File: src/rtl/muldiv_seq.sv
// muldiv_seq: iterative multiply/divide sequencer for the uDLX execute stage.
// One shift-add (multiply) or restoring-subtract (divide) step per cycle.
//
// Build option: define MULDIV_SIGNED_EN to honour op_signed (two's-complement
// operands). Without it every operation is unsigned and op_signed is ignored.
//
// Ports:
//   clk, rst_n              core clock, asynchronous active-low reset
//   op_valid/op_ready       request handshake (op_ready high only in IDLE)
//   op_div, op_signed       1 = divide / 0 = multiply; signed operand mode
//   op_a, op_b              multiplicand/dividend, multiplier/divisor
//   res_valid/res_ready     result handshake (res_valid high only in DONE)
//   res_lo, res_hi          product low/high word, or quotient/remainder
//   div_by_zero             last division had op_b == 0 (valid with res_valid)
//   stall                   high in CALC, FIX, DONE
//
// state | meaning
// IDLE  | waiting for an op, op_ready=1
// CALC  | one iteration per cycle, count 0..DATA_WIDTH-1
// FIX   | sign correction / divide-by-zero override
// DONE  | result held, res_valid=1 until res_ready
module muldiv_seq #(
    parameter int DATA_WIDTH = 32,
    parameter int CNT_WIDTH  = 6
) (
    input  logic                  clk,
    input  logic                  rst_n,
    input  logic                  op_valid,
    output logic                  op_ready,
    input  logic                  op_div,
    input  logic                  op_signed,
    input  logic [DATA_WIDTH-1:0] op_a,
    input  logic [DATA_WIDTH-1:0] op_b,
    output logic                  res_valid,
    input  logic                  res_ready,
    output logic [DATA_WIDTH-1:0] res_lo,
    output logic [DATA_WIDTH-1:0] res_hi,
    output logic                  div_by_zero,
    output logic                  stall
);
    localparam int W = DATA_WIDTH;
    localparam logic [CNT_WIDTH-1:0] LAST_CNT = CNT_WIDTH'(W - 1);

    typedef enum logic [1:0] {S_IDLE, S_CALC, S_FIX, S_DONE} state_t;

    state_t               state;
    logic [CNT_WIDTH-1:0] count;
    logic [W-1:0]         a_mag;
    logic [W-1:0]         b_mag;
    logic                 is_div;
    logic                 b_zero;

    logic [W-1:0] a_in;
    logic [W-1:0] b_in;
    logic         sign_a_in;
    logic         sign_b_in;
    logic         sign_a;
    logic         sign_b;

`ifdef MULDIV_SIGNED_EN
    assign sign_a_in = op_signed & op_a[W-1];
    assign sign_b_in = op_signed & op_b[W-1];
    assign a_in      = sign_a_in ? -op_a : op_a;
    assign b_in      = sign_b_in ? -op_b : op_b;
`else
    logic unused_op_signed;
    assign unused_op_signed = op_signed;
    assign sign_a_in = 1'b0;
    assign sign_b_in = 1'b0;
    assign a_in      = op_a;
    assign b_in      = op_b;
`endif

    // Multiply: res_lo holds the remaining multiplier bits, res_hi the upper
    // partial product; the W+1 bit sum keeps the carry that shifts down.
    logic [W:0] mul_sum;
    assign mul_sum = {1'b0, res_hi} + (res_lo[0] ? {1'b0, a_mag} : '0);

    // Divide: shift the next dividend bit (res_lo MSB) into the remainder.
    // When the subtraction succeeds the difference always fits in W bits.
    logic [W:0]   div_shift;
    logic         div_ge;
    logic [W-1:0] div_sub;
    assign div_shift = {res_hi, res_lo[W-1]};
    assign div_ge    = div_shift >= {1'b0, b_mag};
    assign div_sub   = div_shift[W-1:0] - b_mag;

    // Original dividend, rebuilt from its magnitude for the /0 override.
    logic [W-1:0] a_orig;
    assign a_orig = sign_a ? -a_mag : a_mag;

    logic [W-1:0]   fix_lo;
    logic [W-1:0]   fix_hi;
    logic [2*W-1:0] prod_neg;
    assign prod_neg = -{res_hi, res_lo};

    always_comb begin
        fix_lo = res_lo;
        fix_hi = res_hi;
        if (is_div && b_zero) begin
            fix_lo = '1;
            fix_hi = a_orig;
        end else if (is_div) begin
            if (sign_a ^ sign_b) fix_lo = -res_lo;
            if (sign_a)          fix_hi = -res_hi;
        end else if (sign_a ^ sign_b) begin
            {fix_hi, fix_lo} = prod_neg;
        end
    end

    always_ff @(posedge clk or negedge rst_n) begin
        if (!rst_n) begin
            state       <= S_IDLE;
            count       <= '0;
            a_mag       <= '0;
            b_mag       <= '0;
            is_div      <= 1'b0;
            b_zero      <= 1'b0;
            sign_a      <= 1'b0;
            sign_b      <= 1'b0;
            res_lo      <= '0;
            res_hi      <= '0;
            div_by_zero <= 1'b0;
            op_ready    <= 1'b1;
            res_valid   <= 1'b0;
            stall       <= 1'b0;
        end else begin
            case (state)
                S_IDLE: begin
                    if (op_valid) begin
                        a_mag       <= a_in;
                        b_mag       <= b_in;
                        is_div      <= op_div;
                        b_zero      <= (op_b == '0);
                        sign_a      <= sign_a_in;
                        sign_b      <= sign_b_in;
                        res_hi      <= '0;
                        res_lo      <= op_div ? a_in : b_in;
                        count       <= '0;
                        div_by_zero <= 1'b0;
                        op_ready    <= 1'b0;
                        stall       <= 1'b1;
                        state       <= S_CALC;
                    end
                end
                S_CALC: begin
                    if (is_div) begin
                        res_hi <= div_ge ? div_sub : div_shift[W-1:0];
                        res_lo <= {res_lo[W-2:0], div_ge};
                    end else begin
                        res_hi <= mul_sum[W:1];
                        res_lo <= {mul_sum[0], res_lo[W-1:1]};
                    end
                    count <= count + CNT_WIDTH'(1);
                    if (count == LAST_CNT) state <= S_FIX;
                end
                S_FIX: begin
                    res_lo      <= fix_lo;
                    res_hi      <= fix_hi;
                    div_by_zero <= is_div & b_zero;
                    res_valid   <= 1'b1;
                    state       <= S_DONE;
                end
                S_DONE: begin
                    if (res_ready) begin
                        res_valid <= 1'b0;
                        stall     <= 1'b0;
                        op_ready  <= 1'b1;
                        state     <= S_IDLE;
                    end
                end
                default: state <= S_IDLE;
            endcase
        end
    end
endmodule

File: config.mk
export PLATFORM = sky130hd
export DESIGN_NAME = muldiv_seq
export DESIGN_NICKNAME = d
export VERILOG_FILES = /design/src/rtl/muldiv_seq.sv
export SDC_FILE = /design/constraint.sdc
export NUM_CORES = 1
export LEC_CHECK = 0
export BUFFER_PORTS_ARGS = -buffer_cell sky130_fd_sc_hd__buf_2
export CAP_MARGIN = 20
export CORE_ASPECT_RATIO = 0.6
export CORE_MARGIN = 5
export CORE_UTILIZATION = 35
export CTS_CLUSTER_SIZE = 40
export DETAILED_ROUTE_END_ITERATION = 8
export PLACE_DENSITY = 0.52
export REMOVE_ABC_BUFFERS = 1
export SLEW_MARGIN = 0
export SYNTH_ARGS = -nofsm -noshare
export SYNTH_HDL_FRONTEND = slang
export SYNTH_SLANG_ARGS = --single-unit
File: constraint.sdc
create_clock -name clk -period 3 [get_ports clk]
set_input_delay 0.3 -clock clk [delete_from_list [all_inputs] [get_ports clk]]
set_output_delay 0.3 -clock clk [all_outputs]
set_load 0.01 [all_outputs]
Word-level counts from Yosys, hierarchy flattened. Cells that the tools add are included.

Multipliers: 0. Equality and inequality tests: 10. Reductions and logical operators: 16. Shift operators: 0. Add/sub/neg operators: 3. $lt $le $gt $ge: 1. Bitwise operators: 1. Mux-type cells: 25. Div/mod/pow operators: 0.

Operator list (count): $mux 32 (9); $pmux 32 s3 (2); $add 32x32->33 (1); $ge 33x32->1 (1); $logic_not 32->1 (1); $sub 32x32->32 (1); $pmux 6 s2 (1); $reduce_and 3->1 (3); $ne 2x2->1 const B (4); $pmux 1 s2 (4); $pmux 2 s4 (1); $reduce_and 2->1 (4); $reduce_bool 2->1 (4); $add 6x1->6 const B (1); $eq 6x5->1 const B (1); $mux 2 (3); $mux 6 (1); $ne 3x3->1 const B (2); $eq 2x2->1 const B (2); $mux 1 (4); $reduce_and 4->1 (1); $reduce_bool 3->1 (1); $eq 2x1->1 const B (1); $logic_not 2->1 (1); other kinds (2) (2).

Memories kept: 0. Register bits after elaboration: 142. Memory bits (writable): 0. Bits of input ports: 70. Latch bits: 0. ROM bits: 0. Output and inout port bits: 68. Word-level logic and storage cells: 68.

Depth between registers and ports, before layout.
Depth in word-level cells: 4. Mapped depth: 14. Depth with buffers taken out: 13.

Worst setup path before layout. OpenSTA, ideal clock, no wires.

Path type: flip-flop to flip-flop. From: register res_lo[0]. To: register res_hi[31]. Clock period less this slack: 3.000 ns. Stages on the path, launching flop included: 13. Arrival: 2.866 ns. Path slack: 0.000 ns. Path through: dfrtp_1 > clkbuf_1 > and2_1 > ha_1 > a21oi_2 > o211ai_1 > a221oi_1 > nand3b_1 > a31oi_1 > a41o_1 > a221o_1 > a211oi_1 > o31ai_1.

Cells in the longest elaborated chain, start to end: 4.

RTL lines: from (decl) (line 36) `output logic [DATA_WIDTH-1:0] res_lo,`; from (signal assigned) (line 138) `res_lo <= op_div ? a_in : b_in;`; from (signal assigned) (line 149) `res_lo <= {res_lo[W-2:0], div_ge};`; from (signal assigned) (line 152) `res_lo <= {mul_sum[0], res_lo[W-1:1]};`; $mux 32 (line 77) `assign mul_sum = {1'b0, res_hi} + (res_lo[0] ? {1'b0, a_mag} : '0);`; $add 32x32->33 (line 77); $mux 32 (line 147) `if (is_div) begin`; $pmux 32 s3 (line 128) `case (state)`; to (signal assigned) (line 148) `res_hi <= div_ge ? div_sub : div_shift[W-1:0];`; to (signal assigned) (line 151) `res_hi <= mul_sum[W:1];`; to (signal assigned) (line 159) `res_hi <= fix_hi;`; to (decl) (line 37) `output logic [DATA_WIDTH-1:0] res_hi,`.

No other way between the ends. A chain may end at the register's enable or synchronous reset.

Worst setup path in the final report.
From: register res_lo[0]. To: register res_hi[26].

The elaborated chain is that of the path after synthesis.

==> results by group <==
Run status
  • Status: complete, but fails checks
  • Failing checks: setup timing

GRT
  • Met1 Track Usage GR: 38.8%
  • Number of global-route vias before repair: 10400
  • GRT overflow: 0
  • Top Usage Layer GRT: met1
  • Met2 Use GR: 31.1%
  • Initial antenna violation count: 5
  • Largest net degree at the start of global routing: 74
  • Met3 GRT Util: 6.39%
  • Total GRT Usage: 23.9%
  • First-pass GRT wire length: 65500 um

Yosys
  • EDFF count, synth: 0
  • Syn_area_per_cell: 8.74 sq um
  • Cell accounting for the most synthesized area: dfrtp_1
  • YS warnings: 0
  • Mapped cell area: 11200 sq um
  • FF+latch count, synth: 142
  • Async SR Flop Fraction: 100%
  • Synth top cells by count: 141 x dfrtp_1, 130 x mux2_2, 121 x a21oi_1
  • Cell with the most instances after synthesis: dfrtp_1
  • Largest cells by area after synthesis: dfrtp_1 31%, mux2_2 13%, ha_1 7.7%
  • Synth top area share: 31.4%
  • Gate Count Post-Synth: 1284
  • Netlist cell types: 75
  • Sequential area share after synthesis: 31.7%
  • Top_reg_cell synth: dfrtp_1

Layout
  • Multi-input logic area: 8020 sq um
  • NumNets Final: 1701
  • Layout fillers: 2983
  • Final Util: 48.3%
  • Area occupied by registers: 3560 sq um
  • Syn-to-layout area delta: 35.1%
  • Share of layout cells above drive strength 1: 40.0%

Hold path
  • Hold depth: 2
  • Hold path start: op_a[30]
  • Worst hold path type: primary input to register
  • Hold EP: a_mag[30]

Setup path
  • Worst R2R Path Depth: 12
  • Reg2reg start: res_lo[0]
  • Crit path capture type: register
  • R2r endpoint: res_hi[26]
  • Startpoint Class: register
  • Worst EP required: 3.32 ns
  • Crit-path max FO: 16
  • Critical path class: register to register
  • R2R setup slack: -0.06 ns
  • CP arrival: 3.38 ns

Die
  • Core ar.: 31400 sq um
  • Full die area: 35900 sq um
  • Die width: 241 um
  • Ports: 138
  • Die height: 149 um
  • Row count: 50
  • Initial Util: 35.7%

Timing
  • Final Skew: 0.0118 ns
  • Tcrit/Tclk final: 102%
  • Final hold vios: 0
  • Relative slew slack: 41.4%
  • Final WS setup: -0.0619 ns
  • Setup TNS Final: -0.171 ns
  • Peak Freq: 327 MHz
  • Max-slew violation count: 0
  • Final Setup Violations: 7
  • Crit path time final: 3.06 ns
  • Worst-margin pin slew: 0.878 ns
  • RSZ-0062 raised after global routing: true

Clock tree
  • CTS Sinks: 142
  • H-tree Lvls: 4
  • CTS tree: done
  • Worst-path clk slew: 0.07 ns
  • Clk root buf: clkbuf_16
  • Total CTS buffers: 17
  • Worst-Skew Late Latency: 0.44 ns
  • Maximum buffer depth of the clock tree: 2

Power and ir drop
  • Leakage power figure: 6.95 nW
  • Max VDD drop: 0.000523 V
  • PD cells: 1400 nW/um^2

Routing
  • Vias: 11100
  • # DRC: 0
  • Antenna Nets Post-Route: 0
  • Detailed Routing Iterations Pass 1: 5
  • Vias/cell: 5.55
  • WL/cell: 22.1 um
  • WL final: 44000 um
  • 1st-iter DRT viols: 892

Placed design
  • Routability Congestion: 0.949
  • Place WS: -0.258 ns
  • Post-DP HPWL: 33400 um
  • PortBufs: 136

Job
  • Max Cap Viol: 0
## layout by cell type (no fill, tap or decap), drive strengths merged, types with 9 or more instances in the layout
cell    instances
mux2          139
nor2           87
inv            62
a21oi         126
o21ai         115
mux2i           9
xor2           17
nand4          18
nor3           13
clkbuf         17
ha             69
dfrtp         141
buf           324
nor2b           9
and3           18
nand2         116
a31oi          10
nand3          21
nor4           10
a211oi         16
and2           35
a21o           23
o21a           14
nand2b         10
xnor2          34
o22ai          14
## registers in the layout, indices dropped and copies added, names as in the netlist
name and count:
a_mag 32, b_mag 32, b_zero 1, count 6
div_by_zero 1, is_div 1, op_ready 1, res_hi 32
res_lo 32, res_valid 1, stall 1, state 2
## critical path: stages (launching register included)
cell and delay, ns:
dfrtp_1 0.42, buf_12 0.17, and2_1 0.14, ha_1 0.30, a211oi_1 0.28, o21ai_1 0.14
a41oi_2 0.24, a31oi_4 0.16, o21ai_4 0.24, mux2i_1 0.21, a31o_2 0.19, a21oi_1 0.07
a2111o_1 0.38
## routing by layer
metal	wire (um)	vias up
met4	571	2
met3	3650	39
met5	11	-
met2	17000	394
met1	22800	5384
li1	-	5232
## repair_timing
item | in CTS | in global routing
pin swaps | 29 | 29
endpoints found under the setup margin | 33 | 33
hold buffers | 1 | 0
gates cloned | 1 | 0
buffers inserted | 14 | 6
resized for setup | 67 | 105
endpoints found under the hold margin | 70 | 0
## worst max path at each step
stage | start | slack, ns | depth (start not counted) | to
2_1_floorplan | is_div | -2.31 | 6 | res_hi[24]
3_3_place_gp | res_hi[3] | -0.24 | 13 | res_hi[1]
3_5_place_dp | res_hi[3] | -0.26 | 13 | res_hi[1]
4_1_cts | res_lo[31] | -0.02 | 15 | res_hi[26]
5_1_grt | res_lo[0] | -0.16 | 12 | res_hi[26]
6_report | res_lo[0] | -0.06 | 12 | res_hi[26]
## cell families after synthesis
| family | after synthesis | synth area share [%] |
|---|---|---|
| compound gates | 391 | 21.9 |
| simple gates | 359 | 15.4 |
| mux | 148 | 14.7 |
| flops | 142 | 31.7 |
| buf+inv | 122 | 4.29 |
| fa+ha+maj | 71 | 8.05 |
| xor+xnor | 51 | 3.98 |
## layout make-up
| cell class | instances | share of cell area [%] |
|---|---|---|
| diodes | 3 | 0.0495 |
| clock buffers | 17 | 2.81 |
| clock inverters | 15 | 0.998 |
| inverters | 54 | 1.34 |
| multi-input cells | 1020 | 52.9 |
| flip-flops and latches | 142 | 23.5 |
| well taps | 416 | 3.43 |
| repair buffers | 325 | 15.0 |
## where the power goes
part           leakage (nW)  total [W]  internal, W  switching [W]
Sequential             1.74    0.00367      0.00285       0.000819
Combinational          4.94     0.0154      0.00702        0.00838
Clock                 0.278    0.00215      0.00117       0.000979
## through the flow
step	cells	hold slack [ns]	cell area, sq um	power, W
finish	1992	0.109	15200	0.0212
global route	1992	0.102	15200	0.0227
CTS	1984	0.0901	14600	0.0201
detailed placement	1936	0.400	13500	0.0171
global placement	1936	0.399	13500	0.0170
floorplan	1216	0.00441	10900	0.0116
Note: power is estimated with default switching activity, not from simulation.
